===== src/rtl/ifetch_unit_if.sv =====
// Fetch-unit signal bundle: instruction-memory request/response, decoder handshake
// and redirect. master = fetch unit side, slave = memory/decoder/pipeline side.
interface ifetch_unit_if;
    logic        imem_req_valid;
    logic        imem_req_ready;
    logic [31:0] imem_req_addr;
    logic        imem_rsp_valid;
    logic [31:0] imem_rsp_data;
    logic        imem_rsp_err;
    logic        inst_valid;
    logic        inst_ready;
    logic [31:0] inst;
    logic [31:0] inst_pc;
    logic        inst_fault;
    logic        redirect_valid;
    logic [31:0] redirect_pc;

    modport master (
        output imem_req_valid, imem_req_addr,
        input  imem_req_ready,
        input  imem_rsp_valid, imem_rsp_data, imem_rsp_err,
        output inst_valid, inst, inst_pc, inst_fault,
        input  inst_ready,
        input  redirect_valid, redirect_pc
    );

    modport slave (
        input  imem_req_valid, imem_req_addr,
        output imem_req_ready,
        output imem_rsp_valid, imem_rsp_data, imem_rsp_err,
        input  inst_valid, inst, inst_pc, inst_fault,
        output inst_ready,
        output redirect_valid, redirect_pc
    );
endinterface


===== src/rtl/ifetch_unit.sv =====
// Instruction fetch stage: owns the PC, issues credit-limited in-order fetches and
// buffers returned words for the decoder. Define IFETCH_PERF_CNT_EN for perf counters.
module ifetch_unit #(
    parameter logic [31:0] RESET_PC   = 32'h0000_0000,
    parameter int          FIFO_DEPTH = 2
) (
    input  logic          clk,
    input  logic          rst_n,
    ifetch_unit_if.master bus
`ifdef IFETCH_PERF_CNT_EN
    ,
    output logic [31:0]   perf_fetched,
    output logic [31:0]   perf_stall,
    output logic [31:0]   perf_flush
`endif
);

    localparam int PTR_W = $clog2(FIFO_DEPTH);
    localparam int CNT_W = PTR_W + 1;
    localparam logic [CNT_W:0]   DEPTH_C = (CNT_W + 1)'(FIFO_DEPTH);
    localparam logic [PTR_W-1:0] PTR_ONE = PTR_W'(1);
    localparam logic [CNT_W-1:0] CNT_ONE = CNT_W'(1);

    logic [31:0]      pc_q, pc_d;
    logic [CNT_W-1:0] out_q, out_d;
    logic [CNT_W-1:0] cnt_q, cnt_d;
    logic [CNT_W-1:0] drop_q, drop_d;
    logic [PTR_W-1:0] head_q, head_d;
    logic [PTR_W-1:0] tail_q, tail_d;
    logic [PTR_W-1:0] pq_head_q, pq_head_d;
    logic [PTR_W-1:0] pq_tail_q, pq_tail_d;

    // Word buffer and the PC side-queue that pairs each response with its address.
    logic [31:0] data_mem  [FIFO_DEPTH];
    logic [31:0] pc_mem    [FIFO_DEPTH];
    logic        err_mem   [FIFO_DEPTH];
    logic [31:0] pcq_mem   [FIFO_DEPTH];

    logic credit_ok;
    logic req_valid_w;
    logic req_fire;
    logic rsp_fire;
    logic keep_rsp;
    logic inst_valid_w;
    logic pop;

    always_comb begin
        credit_ok    = ({1'b0, out_q} + {1'b0, cnt_q}) < DEPTH_C;
        req_valid_w  = rst_n & ~bus.redirect_valid & credit_ok;
        req_fire     = req_valid_w & bus.imem_req_ready;
        rsp_fire     = bus.imem_rsp_valid;
        keep_rsp     = rsp_fire & ~bus.redirect_valid & (drop_q == '0);
        inst_valid_w = rst_n & (cnt_q != '0);
        pop          = inst_valid_w & bus.inst_ready & ~bus.redirect_valid;
    end

    always_ff @(posedge clk) begin
        if (!rst_n) begin
            pc_q      <= RESET_PC;
            out_q     <= '0;
            cnt_q     <= '0;
            drop_q    <= '0;
            head_q    <= '0;
            tail_q    <= '0;
            pq_head_q <= '0;
            pq_tail_q <= '0;
        end else begin
            pc_q      <= pc_d;
            out_q     <= out_d;
            cnt_q     <= cnt_d;
            drop_q    <= drop_d;
            head_q    <= head_d;
            tail_q    <= tail_d;
            pq_head_q <= pq_head_d;
            pq_tail_q <= pq_tail_d;
        end
    end

    always_comb begin
        pc_d      = pc_q;
        out_d     = out_q;
        cnt_d     = cnt_q;
        drop_d    = drop_q;
        head_d    = head_q;
        tail_d    = tail_q;
        pq_head_d = pq_head_q;
        pq_tail_d = pq_tail_q;

        // In-flight bookkeeping runs even during a redirect: responses still come back.
        if (req_fire) begin
            pc_d      = pc_q + 32'd4;
            pq_tail_d = pq_tail_q + PTR_ONE;
        end
        if (rsp_fire) begin
            pq_head_d = pq_head_q + PTR_ONE;
        end
        unique case ({req_fire, rsp_fire})
            2'b10:   out_d = out_q + CNT_ONE;
            2'b01:   out_d = out_q - CNT_ONE;
            default: out_d = out_q;
        endcase

        if (bus.redirect_valid) begin
            pc_d   = bus.redirect_pc & ~32'h3;
            head_d = '0;
            tail_d = '0;
            cnt_d  = '0;
            drop_d = rsp_fire ? (out_q - CNT_ONE) : out_q;
        end else begin
            if (rsp_fire && drop_q != '0) begin
                drop_d = drop_q - CNT_ONE;
            end
            if (keep_rsp) begin
                tail_d = tail_q + PTR_ONE;
            end
            if (pop) begin
                head_d = head_q + PTR_ONE;
            end
            unique case ({keep_rsp, pop})
                2'b10:   cnt_d = cnt_q + CNT_ONE;
                2'b01:   cnt_d = cnt_q - CNT_ONE;
                default: cnt_d = cnt_q;
            endcase
        end
    end

    always_ff @(posedge clk) begin
        if (req_fire) begin
            pcq_mem[pq_tail_q] <= pc_q;
        end
        if (keep_rsp) begin
            data_mem[tail_q] <= bus.imem_rsp_data;
            pc_mem[tail_q]   <= pcq_mem[pq_head_q];
            err_mem[tail_q]  <= bus.imem_rsp_err;
        end
    end

    always_comb begin
        bus.imem_req_valid = req_valid_w;
        bus.imem_req_addr  = pc_q;
        bus.inst_valid     = inst_valid_w;
        bus.inst           = rst_n ? data_mem[head_q] : 32'h0;
        bus.inst_pc        = rst_n ? pc_mem[head_q]   : 32'h0;
        bus.inst_fault     = rst_n & err_mem[head_q];
    end

`ifdef IFETCH_PERF_CNT_EN
    logic [31:0] fetched_q, stall_q, flush_q;

    always_ff @(posedge clk) begin
        if (!rst_n) begin
            fetched_q <= '0;
            stall_q   <= '0;
            flush_q   <= '0;
        end else begin
            if (inst_valid_w && bus.inst_ready) begin
                fetched_q <= fetched_q + 32'd1;
            end
            if (!inst_valid_w) begin
                stall_q <= stall_q + 32'd1;
            end
            if (bus.redirect_valid) begin
                flush_q <= flush_q + 32'd1;
            end
        end
    end

    assign perf_fetched = fetched_q;
    assign perf_stall   = stall_q;
    assign perf_flush   = flush_q;
`endif

endmodule


===== src/flat_wrapper.sv =====
// flat-port wrapper written by rule: the top's interface ports become plain ports
module ifetch_unit_flat 
#(
    parameter logic [31:0] RESET_PC   = 32'h0000_0000,
    parameter int          FIFO_DEPTH = 2
)
  (clk, rst_n, bus_imem_req_valid, bus_imem_req_addr, bus_imem_req_ready, bus_imem_rsp_valid, bus_imem_rsp_data, bus_imem_rsp_err, bus_inst_valid, bus_inst, bus_inst_pc, bus_inst_fault, bus_inst_ready, bus_redirect_valid, bus_redirect_pc);
  ifetch_unit_if bus_i ();
  input  logic clk;
  input  logic rst_n;
  output wire logic [$bits(bus_i.imem_req_valid)-1:0] bus_imem_req_valid;
  output wire logic [$bits(bus_i.imem_req_addr)-1:0] bus_imem_req_addr;
  input wire logic [$bits(bus_i.imem_req_ready)-1:0] bus_imem_req_ready;
  input wire logic [$bits(bus_i.imem_rsp_valid)-1:0] bus_imem_rsp_valid;
  input wire logic [$bits(bus_i.imem_rsp_data)-1:0] bus_imem_rsp_data;
  input wire logic [$bits(bus_i.imem_rsp_err)-1:0] bus_imem_rsp_err;
  output wire logic [$bits(bus_i.inst_valid)-1:0] bus_inst_valid;
  output wire logic [$bits(bus_i.inst)-1:0] bus_inst;
  output wire logic [$bits(bus_i.inst_pc)-1:0] bus_inst_pc;
  output wire logic [$bits(bus_i.inst_fault)-1:0] bus_inst_fault;
  input wire logic [$bits(bus_i.inst_ready)-1:0] bus_inst_ready;
  input wire logic [$bits(bus_i.redirect_valid)-1:0] bus_redirect_valid;
  input wire logic [$bits(bus_i.redirect_pc)-1:0] bus_redirect_pc;
  assign bus_imem_req_valid = bus_i.imem_req_valid;
  assign bus_imem_req_addr = bus_i.imem_req_addr;
  assign bus_i.imem_req_ready = bus_imem_req_ready;
  assign bus_i.imem_rsp_valid = bus_imem_rsp_valid;
  assign bus_i.imem_rsp_data = bus_imem_rsp_data;
  assign bus_i.imem_rsp_err = bus_imem_rsp_err;
  assign bus_inst_valid = bus_i.inst_valid;
  assign bus_inst = bus_i.inst;
  assign bus_inst_pc = bus_i.inst_pc;
  assign bus_inst_fault = bus_i.inst_fault;
  assign bus_i.inst_ready = bus_inst_ready;
  assign bus_i.redirect_valid = bus_redirect_valid;
  assign bus_i.redirect_pc = bus_redirect_pc;
  ifetch_unit #(.RESET_PC(RESET_PC), .FIFO_DEPTH(FIFO_DEPTH)) u_core (.clk(clk), .rst_n(rst_n), .bus(bus_i));
endmodule

===== config.mk =====
export PLATFORM = sky130hd
export DESIGN_NAME = ifetch_unit_flat
export DESIGN_NICKNAME = d
export VERILOG_FILES = /design/src/rtl/ifetch_unit_if.sv /design/src/rtl/ifetch_unit.sv /design/src/flat_wrapper.sv
export SDC_FILE = /design/constraint.sdc
export NUM_CORES = 1
export LEC_CHECK = 0
export ABC_AREA = 0
export BUFFER_PORTS_ARGS = -buffer_cell sky130_fd_sc_hd__buf_2
export CAP_MARGIN = 20
export CORE_MARGIN = 2
export CORE_UTILIZATION = 30
export DETAILED_ROUTE_END_ITERATION = 8
export HOLD_SLACK_MARGIN = 0.15
export SLEW_MARGIN = 20
export SYNTH_ARGS = -nofsm -noshare
export SYNTH_HDL_FRONTEND = slang
export SYNTH_SLANG_ARGS = --single-unit

===== constraint.sdc =====
create_clock -name clk -period 5.3 [get_ports clk]
set_input_delay 0.265 -clock clk [delete_from_list [all_inputs] [get_ports clk]]
set_output_delay 0.265 -clock clk [all_outputs]
set_load 0.005 [all_outputs]

==> metrics.log, run 1 <==
INFO  metric post_synth_num_cell_types = 57
INFO  metric critPathCaptureType = register
INFO  metric grt_usage = 13.5%
INFO  metric die-area = ~0.033 mm^2
INFO  metric min-delay-path-class = input pin to register
INFO  metric cts-root-to-sink-buffers = 3
INFO  metric wire_per_inst = 17.1 um
INFO  metric final_period_minus_worst_setup_slack = around 3.6 ns
INFO  metric avgViaCountPerCell = between 4 and 5
INFO  metric worst_setup_hold_path_clk_slew = 0.06 ns
INFO  metric globalplace.congestion = 0.741
INFO  metric power_per_cell_area = 330 mW/mm^2
INFO  metric internal_reg_to_reg_setup_slack = 1.74 ns
INFO  metric maxCapViolations = 0
INFO  metric rr_endpoint = u_core.pcq_mem[0][20]
INFO  metric slew_violations = 0
INFO  metric vdd_ir_drop_max = 209 uV
INFO  metric yosysSeqAreaShare = ~69%
INFO  metric clock_tree.root_cell = clkbuf_16
INFO  metric maximum_number_of_pins_on_one_net_before_global_route_repair = 61
INFO  metric design_area = 0.0119 mm^2
INFO  metric max-slew-margin-rel = 39.7%
INFO  metric power.leakage = 4.19 nW
INFO  metric critPathRequiredTime = between 5 and 6 ns
INFO  metric measured_slew_at_the_worst_slew_check_pin = 0.903 ns
INFO  metric fin_worst_skew = 0.00857 ns
INFO  metric cts_made_buffers = 25
INFO  metric core_area = 0.0306 mm^2
INFO  metric rows = 64
INFO  metric critPathMaxFanout = 21
INFO  metric n_antenna_cell = 0
INFO  metric fin_nets = approximately 970
INFO  metric comb_power_share = 8.2%
INFO  metric drive_above_1_share = between 20% and 30%
INFO  metric drc = 0
INFO  metric hp_start = bus_redirect_pc[19]
INFO  metric type_of_the_worst_setup_path = register to register
INFO  metric routed-via-count = 6134
INFO  metric grt_first_pass_wirelength = 34.5 mm
INFO  metric globalRoute.totalOverflow = 0
INFO  metric synth-warning-count = 0
INFO  metric synth_edf_count = 186
INFO  metric first_pass_iters = 5
INFO  metric hold_end = u_core.bus.imem_req_addr[19]
INFO  metric syn-mean-instance-area = 13.9 um^2
INFO  metric totalWireLength = between 20 and 25 mm
INFO  metric antenna_violations_before_repair = 0
INFO  metric clock-sinks = 228
INFO  metric run_status = finished, final reports clean
INFO  metric dpl_cell_area = 0.0106 mm^2
INFO  metric cts_tree = done
INFO  metric timing.setup.tns = 0 ns
INFO  metric rsz0062_at_grt = false
INFO  metric drt-initial-drc-count = between 300 and 400
INFO  metric place.port_buffers = approximately 160
INFO  metric pin_count = 170
INFO  metric min_path_cells = 3
INFO  metric timing.final.hold_violations = 0
INFO  metric internal-power = ~3.0 mW
INFO  metric setup_viol = 0
INFO  metric synth-seq-cells = approximately 230
INFO  metric reg2reg_from = u_core.out_q[0]
INFO  metric die_height = 180 um
INFO  metric vias_in_the_first_global_route = 6093
INFO  metric fin_total_pwr = approximately 3.9 mW
INFO  metric ctsResizeCount = 0
INFO  metric netlist_instances = 670
INFO  metric leading_register_cell_type_out_of_synthesis = edfxtp_1
INFO  metric power_frac_seq = 52.5%
INFO  metric post-route-util = 39.0%
INFO  metric start_util = 30.5%
INFO  metric clk_latency = between 0.5 and 0.6 ns
INFO  metric async_reset_ff_share = 0%
INFO  metric final.period_utilization = about two thirds
INFO  metric critical_path.startpoint_type = register
INFO  metric pwr-share-clk = ~39%
INFO  metric die_width = 180 um
INFO  metric cts_htree_levels = 1
INFO  metric syn2layout_area_growth = 27.7%
INFO  metric sum_of_net_half_perimeters_after_detailed_placement = between 10 and 15 mm
INFO  metric number_of_cells_on_the_worst_reg_to_reg_path = 7
INFO  metric route.antenna.remaining_nets = 0
INFO  metric fmax = 281 MHz
INFO  metric worst_path_arrival = ~3.8 ns
INFO  metric power_dissipated_by_switching_net_loads = 900 uW
INFO  metric share_of_total_power_consumed_by_net_switching = 22.9%
INFO  metric synth.cell_area = 0.00934 mm^2
## layout make-up
class                      instances  area (um^2)
clock buffer                      31          648
clock inverter                    14         77.6
fill                            2991        18700
inverter                           8         31.3
multi-input combinational        393         2720
sequential                       228         6430
tap                              396          495
timing repair buffer             236         1520
## routing by layer
metal	track usage [%]	up-vias	wire length (um)
met2	22.2	183	10600
met5	0	-	0
met1	17.7	2945	9870
li1	-	2963	-
met3	2.55	43	1210
met4	4.90	0	708
## how the worst max path moves through the flow
stage / startpoint / to / cells after the start
2_1_floorplan: bus_redirect_valid / u_core.data_mem[0][0] / 4
3_3_place_gp: u_core.out_q[0] / u_core.pcq_mem[0][8] / 7
3_5_place_dp: u_core.out_q[0] / u_core.pcq_mem[0][23] / 7
4_1_cts: u_core.out_q[0] / u_core.pcq_mem[0][20] / 7
5_1_grt: u_core.out_q[0] / u_core.pcq_mem[0][24] / 7
6_report: u_core.out_q[0] / u_core.pcq_mem[0][20] / 7
## power groups by stage
| stage | Combinational [mW] | Sequential [mW] | Clock, mW |
|---|---|---|---|
| floorplan | 0.169 | 2.09 | 0 |
| global placement | 0.286 | 2.10 | 0 |
| detailed placement | 0.290 | 2.11 | 0 |
| CTS | 0.328 | 2.07 | 1.60 |
| global route | 0.359 | 2.08 | 1.67 |
| finish | 0.322 | 2.07 | 1.55 |
## critical path: stages, from the launching register on
cell and delay, ns:
dfxtp_1 0.43, and2_1 0.17, fa_1 0.46, or3b_1 0.56, nor2_1 0.52, inv_1 0.16, nor2_2 0.48, buf_4 0.43
## repair_timing
| action | in CTS | in global routing |
|---|---|---|
| hold endpoints to repair | 100 | 0 |
| buffers inserted | 0 | 0 |
| hold buffers | 64 | 0 |
## kinds of logic (layout without fill, tap and decap cells)
family	after synthesis	count (layout)	share of synthesized area, %
DFF	228	228	68.8
and+or+nand+nor	204	204	10.8
muxes	94	94	10.5
AOI/OAI and AO/OA	69	69	5.12
buffers and inverters	52	289	2.41
xor gates and xnor gates	17	17	1.59
adders and majority gates	5	5	0.750
other	1	4	0.0401
## synthesized netlist by cell type (all sizes together) (4+ instances only)
master | number | area (um^2)
edfxtp | 186 | 5590
nor2 | 95 | 357
mux2i | 64 | 641
dfxtp | 42 | 841
mux2 | 30 | 338
nand2 | 26 | 100
clkbuf | 25 | 95.1
buf | 19 | 100
o21ai | 16 | 80.1
nand3 | 13 | 65.1
nand4 | 12 | 90.1
or3 | 12 | 75.1
a31oi | 10 | 62.6
xnor2 | 10 | 87.6
a211oi | 9 | 67.6
o211ai | 9 | 67.6
or4 | 8 | 60.1
inv | 7 | 26.3
xor2 | 7 | 61.3
a21oi | 5 | 25.0
and4 | 5 | 43.8
nor3 | 5 | 25.0
a311oi | 4 | 35.0
and2 | 4 | 25.0
and3 | 4 | 25.0
ha | 4 | 50.1
nand2b | 4 | 25.0
nor4 | 4 | 25.0
o311ai | 4 | 35.0
## sequential cells by signal (all words and copies together), names as in the netlist, 2 cells and up, named ones only
register and flops:
u_core.out_q 2, u_core.drop_q 2, u_core.pcq_mem 60, u_core.cnt_q 2, u_core.err_mem 2, u_core.bus.imem_req_addr 30, u_core.data_mem 64, u_core.pc_mem 60
## cell usage in the layout, fill, tap and decap left out, types with 5 or more instances in the layout
cell / Yosys / final
dlygate4sd3_1: 0 / 64
a211oi_1: 9 / 9
mux2i_1: 64 / 64
a21oi_1: 5 / 5
clkbuf_1: 24 / 6
and4_1: 5 / 5
inv_1: 6 / 6
or3_1: 12 / 12
or4_1: 8 / 8
xnor2_1: 10 / 10
buf_2: 5 / 163
nand4_1: 11 / 11
dfxtp_1: 42 / 41
clkinv_1: 1 / 7
o21ai_0: 16 / 16
nor2_1: 95 / 92
mux2_2: 30 / 30
o211ai_1: 9 / 9
a31oi_1: 10 / 10
xor2_1: 7 / 7
clkbuf_16: 0 / 25
nand2_1: 25 / 25
nand3_1: 13 / 13
nor3_1: 5 / 5
edfxtp_1: 186 / 186
buf_4: 6 / 9
## per-stage QoR
stage / std cells / hold WS [ns] / setup slack [ns]
floorplan: 673 / 0.364 / 1.43
global placement: 1197 / 0.454 / 1.82
detailed placement: 1197 / 0.456 / 1.73
CTS: 1306 / 0.152 / 1.71
global route: 1306 / 0.170 / 1.54
finish: 1306 / 0.163 / 1.74
Power figures use the tool's default switching activity.
==> run 2: changes to the inputs <==
--- a/config.mk
+++ b/config.mk
@@ -5,7 +5,7 @@
 export SDC_FILE = /design/constraint.sdc
 export NUM_CORES = 1
 export LEC_CHECK = 0
-export ABC_AREA = 0
+export ABC_AREA = 1
 export BUFFER_PORTS_ARGS = -buffer_cell sky130_fd_sc_hd__buf_2
 export CAP_MARGIN = 20
 export CORE_MARGIN = 2
==> constraint.sdc (replaced) <==
create_clock -name clk -period 3.72 [get_ports clk]
set_input_delay 0.186 -clock clk [delete_from_list [all_inputs] [get_ports clk]]
set_output_delay 0.186 -clock clk [all_outputs]
set_load 0.005 [all_outputs]
==> run 2 against run 1 <==
Routed wire length grew 7.4%. Flip-flop and latch count stayed put. Global-route usage grew 0.77 points. Die area increased by 2.0%. Largest power group unchanged.
==> metrics.log, run 2 <==
INFO  metric run_status = finished, final reports clean
INFO  metric cts_tree = done
INFO  metric n_antenna_cell = 0 (unchanged)
INFO  metric maxCapViolations = 0 (unchanged)
INFO  metric vdd_ir_drop_max = 282 uV (+35%)
INFO  metric rr_endpoint = u_core.bus.imem_req_addr[6]
INFO  metric globalRoute.totalOverflow = 0 (unchanged)
INFO  metric min-delay-path-class = input pin to register
INFO  metric totalWireLength = 24.0 mm (+7.4%)
INFO  metric mostFrequentLayoutCell = edfxtp_1
INFO  metric critPathCaptureType = primary output
INFO  metric reg2reg_from = u_core.out_q[0]
INFO  metric wire_per_inst = 15.9 um (-7.1%)
INFO  metric route.antenna.remaining_nets = 0 (unchanged)
INFO  metric seq_area = 0.00643 mm^2 (about the same)
INFO  metric internal_reg_to_reg_setup_slack = 1.31 ns (-0.43 ns)
INFO  metric hp_start = bus_redirect_valid
INFO  metric clk_latency = 0.52 ns (about the same)
INFO  metric clock-sinks = 228 (unchanged)
INFO  metric globalplace.congestion = 0.838 (+13%)
INFO  metric fmax = 400 MHz
INFO  metric crit_family = buffers and inverters
INFO  metric most-common-layout-cells = edfxtp_1, nor2_1, buf_2
INFO  metric top_cell_type_s_share_of_synthesized_area = 58.6% (-1.2 points)
INFO  metric leading_register_cell_type_out_of_synthesis = edfxtp_1
INFO  metric fin_nets = 1165 (+20%)
INFO  metric sum_of_net_half_perimeters_after_detailed_placement = 14.8 mm (+3.5%)
INFO  metric async_reset_ff_share = 0% (unchanged)
INFO  metric critPathMaxFanout = 47 (+120%)
INFO  metric synth-seq-cells = 228 (unchanged)
INFO  metric synth.cell_area = 0.00953 mm^2 (+2.0%)
INFO  metric max-slew-margin-rel = 30.3% (-9.3 points)
INFO  metric setup_viol = 0 (unchanged)
INFO  metric core_area = 0.0314 mm^2 (+2.6%)
INFO  metric start_util = 30.4% (-0.18 points)
INFO  metric post_synth_num_cell_types = 40 (-30%)
INFO  metric largest_reg_flops = 64 (unchanged)
INFO  metric worst_path_arrival = 2.31 ns (-1.44 ns)
INFO  metric worst_setup_hold_path_clk_slew = 0.06 ns (about the same)
INFO  metric drt-initial-drc-count = 440 (+31%)
INFO  metric avgViaCountPerCell = 4.49 (-4.3%)
INFO  metric cts_htree_levels = 1 (unchanged)
INFO  metric hold_end = u_core.bus.imem_req_addr[18]
INFO  metric grt_first_pass_wirelength = 37.0 mm (+7.2%)
INFO  metric routed-via-count = 6787 (+11%)
INFO  metric critPathMostFrequentCell = nor2_1
INFO  metric power.leakage = 4.76 nW (+14%)
INFO  metric power_per_cell_area = 465 mW/mm^2 (+41%)
INFO  metric ctsResizeCount = 0 (unchanged)
INFO  metric final.period_utilization = 67.2%
INFO  metric critPathRequiredTime = 3.53 ns (-1.95 ns)
INFO  metric die_width = 182 um (+0.99%)
INFO  metric hold_buffers = 66 (+3.1%)
INFO  metric fin_total_pwr = 5.66 mW (+44%)
INFO  metric post-cts-setup-buffer-count = 0 (unchanged)
INFO  metric critical_path.startpoint_type = register
INFO  metric slew_violations = 0 (unchanged)
INFO  metric drive_above_1_share = 23.3% (-3.5 points)
INFO  metric multiInputGateArea = 0.00271 mm^2 (-0.41%)
INFO  metric regMostFlops = u_core.data_mem
INFO  metric syn2layout_area_growth = 27.8% (about the same)
INFO  metric antenna_violations_before_repair = 0 (unchanged)
INFO  metric maximum_number_of_pins_on_one_net_before_global_route_repair = 71 (+16%)
INFO  metric yosys.cell_count.top_type = edfxtp_1
INFO  metric syn-mean-instance-area = 11.1 um^2 (-21%)
INFO  metric drc = 0 (unchanged)
INFO  metric netlist_instances = 860 (+28%)
INFO  metric path_cells = inv_2 -> buf_4 -> nor2_1 -> nor2_1 -> buf_2
INFO  metric place.port_buffers = 163 (unchanged)
INFO  metric die-area = 0.0332 mm^2 (+2.0%)
INFO  metric synth-warning-count = 0 (unchanged)
INFO  metric reg_top3 = u_core.data_mem (64), u_core.pc_mem (60), u_core.pcq_mem (60)
INFO  metric grt_usage = 14.2% (+0.77 points)
INFO  metric worst_path_max_delay_cell = inv_2
INFO  metric rsz0062_at_grt = false
INFO  metric number_of_cells_on_the_worst_reg_to_reg_path = 10 (+3)
INFO  metric cts-root-to-sink-buffers = 3 (unchanged)
INFO  metric final_period_minus_worst_setup_slack = 2.50 ns
INFO  metric vias_in_the_first_global_route = 6728 (+10%)
INFO  metric timing.setup.tns = 0 ns (unchanged)
INFO  metric post-route-util = 38.8% (-0.19 points)
INFO  metric yosysTopAreaCell = edfxtp_1
INFO  metric critPathMaxStageDelay = 0.73 ns (+0.17 ns)
INFO  metric timing.final.hold_violations = 0 (unchanged)
INFO  metric timing.critical_path.buf_inv = 3 (+1)
INFO  metric synth_edf_count = 186 (unchanged)
INFO  metric clock_tree.root_cell = clkbuf_16
INFO  metric n_fill_cell = 3022 (+1.0%)
INFO  metric cts_made_buffers = 25 (unchanged)
INFO  metric fin_worst_skew = 0.0102 ns (+0.00162 ns)
INFO  metric first_pass_iters = 5 (unchanged)
INFO  metric min_path_cells = 3 (unchanged)
INFO  metric synthTopCellsByArea = edfxtp_1, dfxtp_1, nor2_1, o21ai_0, nand2_1
INFO  metric rows = 65 (+1.6%)
INFO  metric die_height = 182 um (+0.99%)
INFO  metric measured_slew_at_the_worst_slew_check_pin = 1.04 ns (+0.142 ns)
INFO  metric ys_top_cells_by_count = edfxtp_1, nor2_1, nand2_1
INFO  metric type_of_the_worst_setup_path = register to primary output
INFO  metric pin_count = 170 (unchanged)
INFO  metric yosysSeqAreaShare = 67.4% (-1.4 points)
run 2: where the power goes:
part           leakage, nW  internal, mW  switching (mW)
logic                 2.33         0.202           0.247
registers             2.05          2.86          0.0636
clock network        0.372          1.32           0.961
run 2: logic make-up (layout without fill, tap and decap cells):
group | Yosys count | after routing | share of synthesized area, %
other | 1 | 4 | 0.0393
and+or+nand+nor | 345 | 345 | 15.1
buffers and inverters | 104 | 349 | 4.50
xor gates and xnor gates | 15 | 15 | 1.38
AOI/OAI and AO/OA | 132 | 132 | 7.29
DFF | 228 | 228 | 67.4
adders and majority gates | 5 | 5 | 0.735
muxes | 30 | 30 | 3.54
run 2: worst reg2reg max path, cell delays in order, from the launching register on:
cell,delay (ns)
dfxtp_1,0.42
nand2_1,0.08
inv_1,0.07
fa_1,0.43
nor2_1,0.24
nand3_4,0.23
inv_2,0.43
o21ai_0,0.16
a21oi_1,0.15
o21ai_1,0.07
inv_1,0.08
run 2: how the worst max path moves through the flow:
stage                             endpoint  slack (ns)  cells past startpoint
floorplan            u_core.data_mem[0][0]       -0.09                      4
global placement    u_core.data_mem[1][21]        1.23                      5
detailed placement  u_core.data_mem[0][23]        1.21                      5
CTS                            bus_inst[9]        1.14                      5
global route                  bus_inst[18]        1.04                      5
finish                        bus_inst[18]        1.22                      5
run 2: layout make-up:
type | instances | share of cell area [%]
clock inverter | 9 | 0.360
clock buffer | 37 | 5.85
inverter | 66 | 2.03
multi-input combinational | 531 | 22.2
sequential | 228 | 52.8
tap | 402 | 4.13
timing repair buffer | 237 | 12.6
run 2: routing by layer:
layer  global-route usage, %  routed length, um  share of wire (%)  vias up
met1                    18.9              11200                 46     3165
met2                    23.6              10900                 45      200
met5                       0                  0                  0        -
met3                    2.83               1450                6.0       36
met4                    4.16                515                2.1        0
li1                        -                  -                  -     3386
run 2: metrics by stage:
stage	cell area, um^2	worst slack (ns)	hold WS (ns)	cells
after floorplan	9540	-0.0917	0.285	863
after global placement	10800	1.23	0.375	1398
after detailed placement	10800	1.21	0.379	1398
after CTS	12200	1.14	0.235	1510
after global routing	12200	1.04	0.293	1510
final	12200	1.22	0.254	1510
==> run 3: changes to the inputs <==
==> constraint.sdc (replaced) <==
create_clock -name clk -period 2 [get_ports clk]
set_input_delay 0.1 -clock clk [delete_from_list [all_inputs] [get_ports clk]]
set_output_delay 0.1 -clock clk [all_outputs]
set_load 0.005 [all_outputs]
==> run 3 against run 2 <==
The flow now finishes with violations (negative setup slack). Routed wire length is 0.58% lower. Setup slack worse by 1.2 ns. Utilization is 1.8 points higher. Register-to-register slack worse by 1.3 ns. Final cell count is 1.9% higher. Global-route usage is 0.058 points lower. Total power is 100% higher. Die area stayed put. Clock skew is 0.0030 ns higher. Critical path type is now register to register. Largest power group unchanged. Highest routed layer unchanged.
==> metrics.log, run 3 (synthesis gave the netlist of run 2 again) <==
INFO  metric run_status = finished, violations left
INFO  metric violated_checks = negative setup slack
INFO  metric die_width = 182 um (unchanged)
INFO  metric n_antenna_cell = 0 (unchanged)
INFO  metric reg_top3 = u_core.data_mem (64), u_core.pc_mem (60), u_core.pcq_mem (60)
INFO  metric die_height = 182 um (unchanged)
INFO  metric final_critical_path_setup_slack = -0.00892 ns (-1.23 ns)
INFO  metric final_period_minus_worst_setup_slack = roughly 2.0 ns
INFO  metric measured_slew_at_the_worst_slew_check_pin = 0.754 ns (-0.291 ns)
INFO  metric critPathRequiredTime = 2.23 ns (-1.30 ns)
INFO  metric antenna_violations_before_repair = 0 (unchanged)
INFO  metric fin_nets = 1193 (+2.4%)
INFO  metric die-area = 0.0332 mm^2 (unchanged)
INFO  metric drc = 0 (unchanged)
INFO  metric routed-via-count = 6966 (+2.6%)
INFO  metric core_area = 0.0314 mm^2 (unchanged)
INFO  metric most-common-layout-cells = edfxtp_1, nor2_1, buf_2
INFO  metric largest_reg_flops = 64 (unchanged)
INFO  metric totalWireLength = 23.9 mm (-0.58%)
INFO  metric avgViaCountPerCell = 4.53 (+0.70%)
INFO  metric pin_count = 170 (unchanged)
INFO  metric vias_in_the_first_global_route = 6651 (-1.1%)
INFO  metric rsz0062_at_grt = true
INFO  metric place.port_buffers = 163 (unchanged)
INFO  metric grt_first_pass_wirelength = 37.0 mm (about the same)
INFO  metric final.period_utilization = 100%
INFO  metric internal_reg_to_reg_setup_slack = -0.009 ns (-1.32 ns)
INFO  metric placed_cells_incl_taps = 1413 (+1.1%)
INFO  metric wire_per_inst = 15.5 um (-2.5%)
INFO  metric clock-sinks = 228 (unchanged)
INFO  metric hold_ws = 0.301 ns (+0.0470 ns)
INFO  metric timing.final.hold_violations = 0 (unchanged)
INFO  metric regMostFlops = u_core.data_mem
INFO  metric rows = 65 (unchanged)
INFO  metric max-slew-margin-rel = 49.7% (+19 points)
INFO  metric number_of_cells_on_the_worst_reg_to_reg_path = 8 (-2)
INFO  metric fmax = roughly 500 MHz
INFO  metric maxCapViolations = 0 (unchanged)
INFO  metric power.leakage = 5.00 nW (+5.1%)
INFO  metric n_fill_cell = 3035 (+0.43%)
INFO  metric power_per_cell_area = 894 mW/mm^2 (+92%)
INFO  metric syn2layout_area_growth = 33.8%
INFO  metric globalplace.congestion = 0.824 (-1.7%)
INFO  metric clk_latency = 0.53 ns (about the same)
INFO  metric slew_violations = 0 (unchanged)
INFO  metric vdd_ir_drop_max = 545 uV (+93%)
INFO  metric timing.setup.tns = -0.0841 ns (-0.0841 ns)
INFO  metric type_of_the_worst_setup_path = register to register
INFO  metric fin_worst_skew = 0.0132 ns (+0.00305 ns)
INFO  metric critical_path.startpoint_type = register
INFO  metric cts-root-to-sink-buffers = 3 (unchanged)
INFO  metric worst_setup_hold_path_clk_slew = 0.06 ns (about the same)
INFO  metric clock_tree.root_cell = clkbuf_16
INFO  metric setup_viol = 19 (+19)
INFO  metric first_pass_iters = 7 (+2)
INFO  metric min-delay-path-class = input pin to register
INFO  metric maximum_number_of_pins_on_one_net_before_global_route_repair = 71 (unchanged)
INFO  metric drt-initial-drc-count = 582 (+32%)
INFO  metric sum_of_net_half_perimeters_after_detailed_placement = 15.3 mm (+3.4%)
INFO  metric globalRoute.totalOverflow = 0 (unchanged)
INFO  metric post_layout_nonfiller_instances = 1539 (+1.9%)
INFO  metric start_util = 30.4% (unchanged)
INFO  metric worst_path_arrival = 2.24 ns (-0.07 ns)
INFO  metric place_ws = 0.0422 ns (-1.16 ns)
INFO  metric mostFrequentLayoutCell = edfxtp_1
INFO  metric grt_usage = 14.2% (-0.058 points)
INFO  metric critPathCaptureType = register
INFO  metric min_path_cells = 2 (-1)
INFO  metric cts_made_buffers = 26 (+4.0%)
INFO  metric cts_tree = done
INFO  metric drive_above_1_share = 25.8% (+2.5 points)
INFO  metric critPathMaxFanout = 20 (-57%)
INFO  metric cts_htree_levels = 1 (unchanged)
INFO  metric route.antenna.remaining_nets = 0 (unchanged)
==> run 3: cell types whose count changed in the layout (fill, tap and decap cells not counted), sizes merged <==
cell         previous run  this run
inv                    66        67
buf                   171       190
bufinv                  0         4
clkinvlp                0         1
clkinv                  9         5
dlygate4sd3            66        74
==> run 3: routing by layer <==
metal	vias up	part of all wire (%)	GRT usage, %
li1	3444	-	-
met1	3286	45	18.5
met2	199	47	24.6
met3	37	5.9	2.53
met4	0	1.7	3.35
met5	-	0	0
==> run 3: cell type report <==
cell class / instances / area (um^2) / share of cell area (%)
Clock buffer: 37 / 763 / 5.99
Clock inverter: 11 / 163 / 1.28
Inverter: 66 / 253 / 1.98
Multi-Input combinational cell: 531 / 2740 / 21.5
Sequential cell: 228 / 6430 / 50.4
Tap cell: 402 / 503 / 3.94
Timing Repair Buffer: 264 / 1900 / 14.9
==> run 3: timing repair <==
item | 4_1_cts | 5_1_grt
hold endpoints to repair | 107 | 0
gates resized for setup | 0 | 8
hold buffers | 74 | 0
setup buffers | 0 | 4
endpoints found under the setup margin | 0 | 63
==> run 3: final timing paths <==
kind / startpoint / end
setup / recovery: u_core.out_q[0] / u_core.pcq_mem[0][27]
hold / removal: bus_imem_rsp_data[1] / u_core.data_mem[0][1]
setup reg to reg: u_core.out_q[0] / u_core.pcq_mem[0][27]
hold reg to reg: u_core.cnt_q[1] / u_core.cnt_q[1]
==> run 3: report_power, final <==
group	total (mW)	internal [mW]	switching (mW)
logic	0.931	0.441	0.490
registers	5.43	5.33	0.109
clock network	5.03	3.17	1.87
total	11.4	8.94	2.46
==> run 3: per-stage QoR <==
step                      cell area (um^2)  utilization [%]  total power, mW
after floorplan                       9600                -             5.95
after global placement               11000             35.1             6.33
after detailed placement             11000             35.1             6.35
after CTS                            12700             40.4             11.5
after global routing                 12800             40.6             11.8
final                                12800             40.6             11.4
==> run 3: worst max-delay path, stage by stage, from the launching register on <==
cell and delay [ns]:
dfxtp_2 0.32, nand2_1 0.06, inv_1 0.04, fa_1 0.48, nor2_2 0.18, nand3_4 0.15
buf_12 0.16, nor2_4 0.13, buf_12 0.18
